**config.mk**
```make
export PLATFORM = sky130hd
export DESIGN_NAME = nested_irq_ctrl
export DESIGN_NICKNAME = d
export VERILOG_FILES = /design/src/rtl/nested_irq_ctrl.sv
export SDC_FILE = /design/constraint.sdc
export NUM_CORES = 1
export LEC_CHECK = 0
export ABC_AREA = 1
export ABC_CLOCK_PERIOD_IN_PS = 47200
export CORE_MARGIN = 10
export CORE_UTILIZATION = 40
export DETAILED_ROUTE_END_ITERATION = 10
export PLACE_DENSITY = 0.66
export SETUP_SLACK_MARGIN = 0.05
export SLEW_MARGIN = 20
export SYNTH_ARGS = -nofsm -noshare
export SYNTH_HDL_FRONTEND = slang
export SYNTH_SLANG_ARGS = --single-unit
```
**constraint.sdc**
```tcl
create_clock -name clk -period 47.2 [get_ports clk]
set_input_delay 7.08 -clock clk [delete_from_list [all_inputs] [get_ports clk]]
set_output_delay 7.08 -clock clk [all_outputs]
set_load 0.05 [all_outputs]
```
**src/rtl/nested_irq_ctrl.sv**
```systemverilog
// nested_irq_ctrl: prioritised interrupt controller with claim/complete handshake and a preemption stack.
// Define IRQ_NEST_EN to allow nesting up to NEST_DEPTH; otherwise a single in-service slot blocks all delivery.
module nested_irq_ctrl #(
  parameter int NUM_SRC    = 32,
  parameter int PRIO_W     = 3,
  parameter int NEST_DEPTH = 4,
  parameter int VEC_W      = $clog2(NUM_SRC)
) (
  input  logic                            clk,
  input  logic                            reset,
  input  logic [NUM_SRC-1:0]              irq_src,
  input  logic [NUM_SRC-1:0]              irq_enable,
  input  logic [NUM_SRC-1:0]              irq_edge_mode,
  input  logic [NUM_SRC*PRIO_W-1:0]       irq_prio,
  input  logic                            global_enable,
  input  logic [PRIO_W-1:0]               threshold,
  input  logic                            claim,
  input  logic                            complete,
  output logic                            irq_valid,
  output logic [VEC_W-1:0]                irq_vector,
  output logic [PRIO_W-1:0]               irq_level,
  output logic [$clog2(NEST_DEPTH+1)-1:0] nest_depth,
  output logic [NUM_SRC-1:0]              pending,
  output logic                            protocol_err
);
  localparam int DEPTH_W = $clog2(NEST_DEPTH + 1);
`ifdef IRQ_NEST_EN
  localparam int STK = NEST_DEPTH;
`else
  localparam int STK = 1;
`endif

  logic [NUM_SRC-1:0] src_q_r;
  logic [NUM_SRC-1:0] in_service_r;
  logic [VEC_W-1:0]   stk_vec_r [STK];
  logic [PRIO_W-1:0]  stk_lvl_r [STK];

  logic               do_claim_s;
  logic               do_complete_s;
  logic               err_s;
  logic [DEPTH_W-1:0] depth_s;
  logic [NUM_SRC-1:0] in_service_s;
  logic [NUM_SRC-1:0] pending_s;
  logic [VEC_W-1:0]   top_vec_s;
  logic [PRIO_W-1:0]  top_lvl_s;
  logic [PRIO_W-1:0]  cur_level_s;
  logic [PRIO_W-1:0]  prio_s;
  logic               win_valid_s;
  logic [VEC_W-1:0]   win_vec_s;
  logic [PRIO_W-1:0]  win_lvl_s;

  // Handshake decode, post-handshake stack view, arbitration and pending update.
  always_comb begin
    do_claim_s    = claim & irq_valid;
    do_complete_s = complete & ~claim & (nest_depth != {DEPTH_W{1'b0}});
    err_s         = (claim & ~irq_valid) | (claim & complete) |
                    (complete & (nest_depth == {DEPTH_W{1'b0}}));

    top_vec_s = {VEC_W{1'b0}};
    for (int k = 0; k < STK; k++) begin
      top_vec_s = (k + 1 == int'(nest_depth)) ? stk_vec_r[k] : top_vec_s;
    end

    in_service_s = in_service_r;
    depth_s      = nest_depth;
    if (do_claim_s) begin
      in_service_s[irq_vector] = 1'b1;
      depth_s                  = nest_depth + DEPTH_W'(1);
    end else if (do_complete_s) begin
      in_service_s[top_vec_s] = 1'b0;
      depth_s                 = nest_depth - DEPTH_W'(1);
    end else begin
      depth_s = nest_depth;
    end

    // Arbitrate against the stack as it will be after this cycle's claim/complete.
    top_lvl_s = {PRIO_W{1'b0}};
    for (int k = 0; k < STK; k++) begin
      top_lvl_s = (k + 1 == int'(depth_s)) ? stk_lvl_r[k] : top_lvl_s;
    end
    top_lvl_s   = do_claim_s ? irq_level : top_lvl_s;
    cur_level_s = (top_lvl_s > threshold) ? top_lvl_s : threshold;

    win_valid_s = 1'b0;
    win_vec_s   = {VEC_W{1'b0}};
    win_lvl_s   = {PRIO_W{1'b0}};
    prio_s      = {PRIO_W{1'b0}};
    for (int i = 0; i < NUM_SRC; i++) begin
      prio_s = irq_prio[i*PRIO_W +: PRIO_W];
      if (pending[i] && irq_enable[i] && !in_service_s[i] && global_enable &&
          (prio_s > cur_level_s) && (int'(depth_s) < STK) &&
          (!win_valid_s || (prio_s > win_lvl_s))) begin
        win_valid_s = 1'b1;
        win_vec_s   = VEC_W'(i);
        win_lvl_s   = prio_s;
      end else begin
        win_valid_s = win_valid_s;
      end
    end

    pending_s = pending;
    for (int i = 0; i < NUM_SRC; i++) begin
      if (irq_edge_mode[i]) begin
        pending_s[i] = (pending[i] & ~(do_claim_s && (irq_vector == VEC_W'(i)))) |
                       (irq_src[i] & ~src_q_r[i]);
      end else begin
        pending_s[i] = irq_src[i];
      end
    end
  end

  // State and registered outputs.
  always_ff @(posedge clk) begin
    if (!reset) begin
      src_q_r      <= {NUM_SRC{1'b0}};
      in_service_r <= {NUM_SRC{1'b0}};
      pending      <= {NUM_SRC{1'b0}};
      nest_depth   <= {DEPTH_W{1'b0}};
      irq_valid    <= 1'b0;
      irq_vector   <= {VEC_W{1'b0}};
      irq_level    <= {PRIO_W{1'b0}};
      protocol_err <= 1'b0;
      for (int k = 0; k < STK; k++) begin
        stk_vec_r[k] <= {VEC_W{1'b0}};
        stk_lvl_r[k] <= {PRIO_W{1'b0}};
      end
    end else begin
      src_q_r      <= irq_src;
      in_service_r <= in_service_s;
      pending      <= pending_s;
      nest_depth   <= depth_s;
      irq_valid    <= win_valid_s;
      irq_vector   <= win_vec_s;
      irq_level    <= win_lvl_s;
      protocol_err <= err_s;
      for (int k = 0; k < STK; k++) begin
        if (do_claim_s && (k == int'(nest_depth))) begin
          stk_vec_r[k] <= irq_vector;
          stk_lvl_r[k] <= irq_level;
        end else begin
          stk_vec_r[k] <= stk_vec_r[k];
          stk_lvl_r[k] <= stk_lvl_r[k];
        end
      end
    end
  end
endmodule

```
* Word-level counts from Yosys, hierarchy flattened
Memories as Yosys holds them, arrays and structs flattened.
Cells that the tools add are included.
** Cells by class
- Add/sub/neg operators :: 2
- Order comparisons :: 69
- Eq/ne operators :: 33
- Multiplexer cells :: 154
- Bitwise operators :: 173
- Reduce and logical (&&, ||, !) cells :: 328
** Operators by type and width (number)
- logical AND 1 bit :: 226
- greater-than comparator 3 bit :: 64
- 2-to-1 mux 5 bit :: 33
- 2-to-1 mux 3 bit :: 39
- == test 5 bit (second input constant) :: 16
- 2-to-1 mux 1 bit :: 78
- AND 1 bit :: 70
- NOT 1 bit :: 66
- 2-to-1 mux 32 bit :: 2
- zero test 1 bit :: 63
- == test 5 x 4 -> 1 bit (second input constant) :: 8
- bitwise OR 1 bit :: 34
- AND 32 bit :: 1
- NOT 32 bit :: 1
- bitwise OR 32 bit :: 1
- logical OR 1 bit :: 31
- == test 5 x 3 -> 1 bit (second input constant) :: 4
- < comparator 5 x 6 -> 1 bit (second input constant) :: 2
- demux 1 bit (select 5 bit) :: 2
- == test 5 x 2 -> 1 bit (second input constant) :: 2
- greater-or-equal comparator 5 x 1 -> 1 bit (second input constant) :: 2
- OR reduction 5 bit :: 2
- == test 2 x 3 -> 1 bit (first input constant) :: 2
- zero test 3 bit :: 2
- 7 further kinds :: 8
** Storage, ports and cells
- Register bits :: 109
- RAM bits :: 8
- Input bits :: 200
- Logic and storage cells :: 769
- Memories kept :: 2
** Memories
- stk_vec_r :: depth 1, bits a word 5, rd ports 1, clocked after Yosys merged registers in 0, wr ports 1, line 35 : logic [VEC_W-1:0] stk_vec_r [STK];
- stk_lvl_r :: depth 1, bits a word 3, rd ports 1, clocked after Yosys merged registers in 0, wr ports 1, line 36 : logic [PRIO_W-1:0] stk_lvl_r [STK];

* Longest topological paths before layout
- Depth after elaboration :: 140
- Gate-level depth with buffers :: 334

* Least setup slack after synthesis
No wires, ideal clock.
- Kind :: input -> register
- Start point :: input complete
- End point :: register irq_vector[3]
- Setup time :: 0.110 ns
- Arrival :: 43.191 ns
- Data required time :: 47.090 ns
- Path slack :: 3.899 ns
- Cell stages on the path :: 312
- Buffers on the path :: 0
- Cells stage by stage :: inv_1 -> nor2_1 -> nand2_2 -> nand2_1 -> nand2_1 -> a21oi_2 -> inv_1 -> nor2_2 -> inv_1 -> nor2_1 -> nand3_1 -> o21ai_0 -> ha_1 -> nand2_1 -> nor2_1 -> nor3b_2 -> inv_2 -> nand2_1 -> [... 276 more ...] -> a21oi_1 -> o21ai_0 -> nand2_1 -> o21ai_0 -> nand2_1 -> nand3_1 -> and2_1 -> ha_1 -> a21oi_1 -> o21ai_0 -> nand2_1 -> nand2_1 -> nand2_1 -> nand2_1 -> nor2_1 -> o211ai_1 -> nand2_1 -> inv_1
** Between the ends
- Cells in the longest elaborated chain, start to end :: 137
** Ends and longest elaborated chain
- start, declared :: line 18 : input logic complete,
- AND 1 bit (*) (2 in a row) :: line 55 : do_complete_s = complete & ~claim & (nest_depth != {DEPTH_W{1'b0}});
- 2-to-1 mux 3 bit :: line 69 : end else if (do_complete_s) begin
- 2-to-1 mux 3 bit :: line 66 : if (do_claim_s) begin
- == test 2 x 3 -> 1 bit :: line 79 : top_lvl_s = (k + 1 == int'(depth_s)) ? stk_lvl_r[k] : top_lvl_s;
- 2-to-1 mux 3 bit :: line 79
- 2-to-1 mux 3 bit :: line 81 : top_lvl_s = do_claim_s ? irq_level : top_lvl_s;
- greater-than comparator 3 bit :: line 82 : cur_level_s = (top_lvl_s > threshold) ? top_lvl_s : threshold;
- 2-to-1 mux 3 bit :: line 82
- [... 120 more ...]
- greater-than comparator 3 bit or zero test 1 bit (tied branches) :: line 92 : (!win_valid_s || (prio_s > win_lvl_s))) begin
- logical OR 1 bit :: line 92
- logical AND 1 bit :: line 91 : (prio_s > cur_level_s) && (int'(depth_s) < STK) &&
- 2-to-1 mux 3 bit or 2-to-1 mux 1 bit (tied branches) :: line 90 : if (pending[i] && irq_enable[i] && !in_service_s[i] && global_enable &&
- greater-than comparator 3 bit or zero test 1 bit (tied branches) :: line 92
- logical OR 1 bit :: line 92
- logical AND 1 bit :: line 91
- 2-to-1 mux 5 bit (*) :: line 90
- end signal, assigned :: line 120 : irq_vector <= {VEC_W{1'b0}};
- end signal, assigned :: line 133 : irq_vector <= win_vec_s;
- end, declared :: line 20 : output logic [VEC_W-1:0] irq_vector,
Mark *: on every way between the ends. The rest lies on a longest branch, timed or not.
A chain may end at the register's enable or synchronous reset.

* Worst setup path after layout
- Start point :: input claim
- End point :: register irq_vector[3]
** Between the ends
- Cells in the longest elaborated chain, start to end :: 138
** Ends and longest elaborated chain
- start, declared :: line 17 : input logic claim,
- NOT 1 bit :: line 55
- AND 1 bit (2 in a row) :: line 55
- 2-to-1 mux 3 bit :: line 69
- 2-to-1 mux 3 bit :: line 66
- == test 2 x 3 -> 1 bit :: line 79
- 2-to-1 mux 3 bit :: line 79
- 2-to-1 mux 3 bit :: line 81
- greater-than comparator 3 bit :: line 82
- [... 121 more ...]
- greater-than comparator 3 bit or zero test 1 bit (tied branches) :: line 92
- logical OR 1 bit :: line 92
- logical AND 1 bit :: line 91
- 2-to-1 mux 3 bit or 2-to-1 mux 1 bit (tied branches) :: line 90
- greater-than comparator 3 bit or zero test 1 bit (tied branches) :: line 92
- logical OR 1 bit :: line 92
- logical AND 1 bit :: line 91
- 2-to-1 mux 5 bit (*) :: line 90
Marks and branches as above.

==> results_dict.tcl <==
set metrics [dict create \
    outcome "finished, final reports clean" \
    post_drt_wl_per_cell_um 16.7 \
    setup_violations 0 \
    ys_ff_latch 117 \
    die_area_um2 34900 \
    avgSynthCellArea_um2 6.47 \
    drtIter0Drc 797 \
    cpMaxStageDelayCell "ha_1" \
    final-seq-area_um2 2420 \
    synth_cell_types 56 \
    coreArea_um2 27200 \
    num_vias 12200 \
    drive_gt1_frac 0.119 \
    initial_core_util 0.409 \
    period_share 0.916 \
    grt_usage 0.218 \
    multi_input_area_um2 7900 \
    finalWorstPathRequiredPeriod_ns 43.22 \
    synth_common_cells "382 x nand2_1, 221 x inv_1, 200 x nor2_1" \
    ir_drop_uv 22.9 \
    cts_root_buf "clkbuf_16" \
    synth-edff-count 8 \
    areaGrowthSynthToFinish_pct 33.2 \
    async_flop_share 0 \
    yosysWarnings 0 \
    place_congestion 0.877 \
    io_pins 245 \
    total_power_w 0.000682 \
    synth_top_cell_area_share 0.196 \
    worstSetupPathType "input port to flip-flop" \
    cts-hold-fix-buffers 0 \
    cts_max_level 4 \
    insertedDiodeCount 0 \
    chipWidth_um 187 \
    cp-start-kind "input port" \
    end_kind "flip-flop" \
    fmax_mhz 23.1 \
    synth_area_um2 11100 \
    grt_pass1_vias 11800 \
    drtAntennaViolNets 0 \
    fill_cells 2647 \
    wl_mm 39.4 \
    cts_sinks 117 \
    final.setup.tns_ns 0 \
    leakagePower_nw 7.30 \
    hpwl_mm 31.1 \
    synth.most_common_cell "nand2_1" \
    cts_buffers 17 \
    slowest_delay_ns 0.33 \
    post-route-drc-count 0 \
    critPathMostFrequentCell "nand2_2" \
    grt_max_degree 74 \
    hp-class "flip-flop to flip-flop" \
    hold_viol_final 0 \
    finalNetCount 2317 \
    dp_slack_ns 0.148 \
    port_buffers 244 \
    maxCapViolCount 0 \
    clockBufferDepth 2 \
    crit_required_ns 47.52 \
    yosysSeqAreaShare 0.218 \
    tightest_slew_ns 1.10 \
    drv_slew 0 \
    vias_per_cell 5.18 \
    skew_ns 0.0132 \
    clkLatencyLatePin_ns 0.43 \
    rows 60 \
    grt.overflow.total 0 \
    path_max_fanout 11 \
    rsz0062_at_grt "false" \
    grt_pass1_wl_mm 62.3 \
    synth_top_area_cell "dfxtp_1" \
    worstPathArrival_ns 43.54 \
    first_pass_iters 5 \
    slew_headroom 0.262 \
    setup_slack_ns 3.98 \
    die_height_um 187 \
    cts_tree "built" \
    clk_pin_slew_worst_paths_ns 0.06 \
    synth-main-ff-cell "dfxtp_1" \
    yosys-top-cells-area "dfxtp_1 20%, ha_1 16%, nand2_1 13%, inv_1 7.5%, o21ai_0 7.4%" \
    powerDensity_nw_per_um2 46.0 \
    syn_inst 1720 \
    syn-num-nets 2062 \
    antenna_found_initial 0 \
]
## through the flow
| step | instance area, um2 | hold WS (ns) | instances | util |
|---|---|---|---|---|
| detailed placement | 14000 | 0.453 | 2321 | 0.514 |
| global placement | 14000 | 0.445 | 2321 | 0.514 |
| finish | 14800 | 0.464 | 2360 | 0.545 |
| global route | 14800 | 0.493 | 2360 | 0.545 |
| floorplan | 11100 | 0.438 | 1720 | - |
| CTS | 14600 | 0.468 | 2353 | 0.536 |
## state kept, by name, summed over array words and instances (netlist names)
signal / flops
irq_vector: 5
in_service_r: 32
nest_depth: 3
src_q_r: 32
stk_vec_r: 5
irq_valid: 1
protocol_err: 1
irq_level: 3
stk_lvl_r: 3
pending: 32
## cell usage in the layout, fill, tap and decap left out, drive strengths merged, types with 2 or more instances in the layout
cell             n
o22ai           32
nand3b           4
nand2          469
o21bai           4
nor2           206
a21boi           2
clkinv          10
nor4            21
a311oi           2
clkdlybuf4s50  241
a21o             4
a31oi            6
edfxtp           8
buf             17
nand4           16
a31o             2
a2111oi          4
bufinv           3
dfxtp          109
nor3            14
o21a             2
o21ai          171
or2             12
a21oi           44
o22a             3
clkbuf          18
dlymetal6s2s     2
inv            230
ha             142
clkinvlp         3
nand3          171
and2             7
o31ai            2
## power by group
group	total [W]	switching (W)	internal, W
logic	0.000432	0.000269	0.000163
registers	0.000116	0.00000693	0.000109
clock network	0.000134	0.0000513	0.0000825
## layout make-up
| cell class | count | area share |
|---|---|---|
| tap | 372 | 0.0314 |
| clock buffer | 18 | 0.0290 |
| clock inverter | 14 | 0.0109 |
| timing repair buffer | 260 | 0.173 |
| inverter | 232 | 0.0591 |
| sequential | 117 | 0.163 |
| multi-input combinational | 1347 | 0.533 |
## critical path, delay by kind of cell
family                   cells  cell delay [ns]
AO/OA/AOI/OAI               81             9.60
adder cells (fa/ha/maj)     33             9.77
buffers and inverters       42             2.52
AND/OR/NAND/NOR            156            14.46
## per-layer routing
layer  global-route usage  vias to the layer above  share of wire  wire length (um)
met1                0.275                     5612           0.45             17800
li1                     -                     6254              -                 -
met5                    0                        -              0                 0
met4               0.0496                        0          0.015               582
met2                0.372                      329           0.47             18700
met3               0.0432                       38          0.060              2380
## timing repair
action	in CTS	in global routing
buffers inserted	0	7
endpoints found under the setup margin	0	8
gates resized for setup	0	127
## cells by family after synthesis
group / Yosys count / share of synthesized area
DFF: 117 / 0.218
adders and majority gates: 142 / 0.160
buffers and inverters: 256 / 0.0897
and+or+nand+nor: 923 / 0.391
AOI/OAI and AO/OA: 282 / 0.141
## worst paths after layout
| kind | from | slack [ns] | to | depth (start not counted) |
|---|---|---|---|---|
| min reg2reg | src_q_r[2] | 0.46 | pending[2] | 3 |
| min | src_q_r[2] | 0.46 | pending[2] | 3 |
| max | claim | 3.98 | irq_vector[3] | 312 |
| max reg2reg | nest_depth[0] | 10.23 | irq_vector[3] | 315 |
Note: power is estimated with default switching activity, not from simulation.
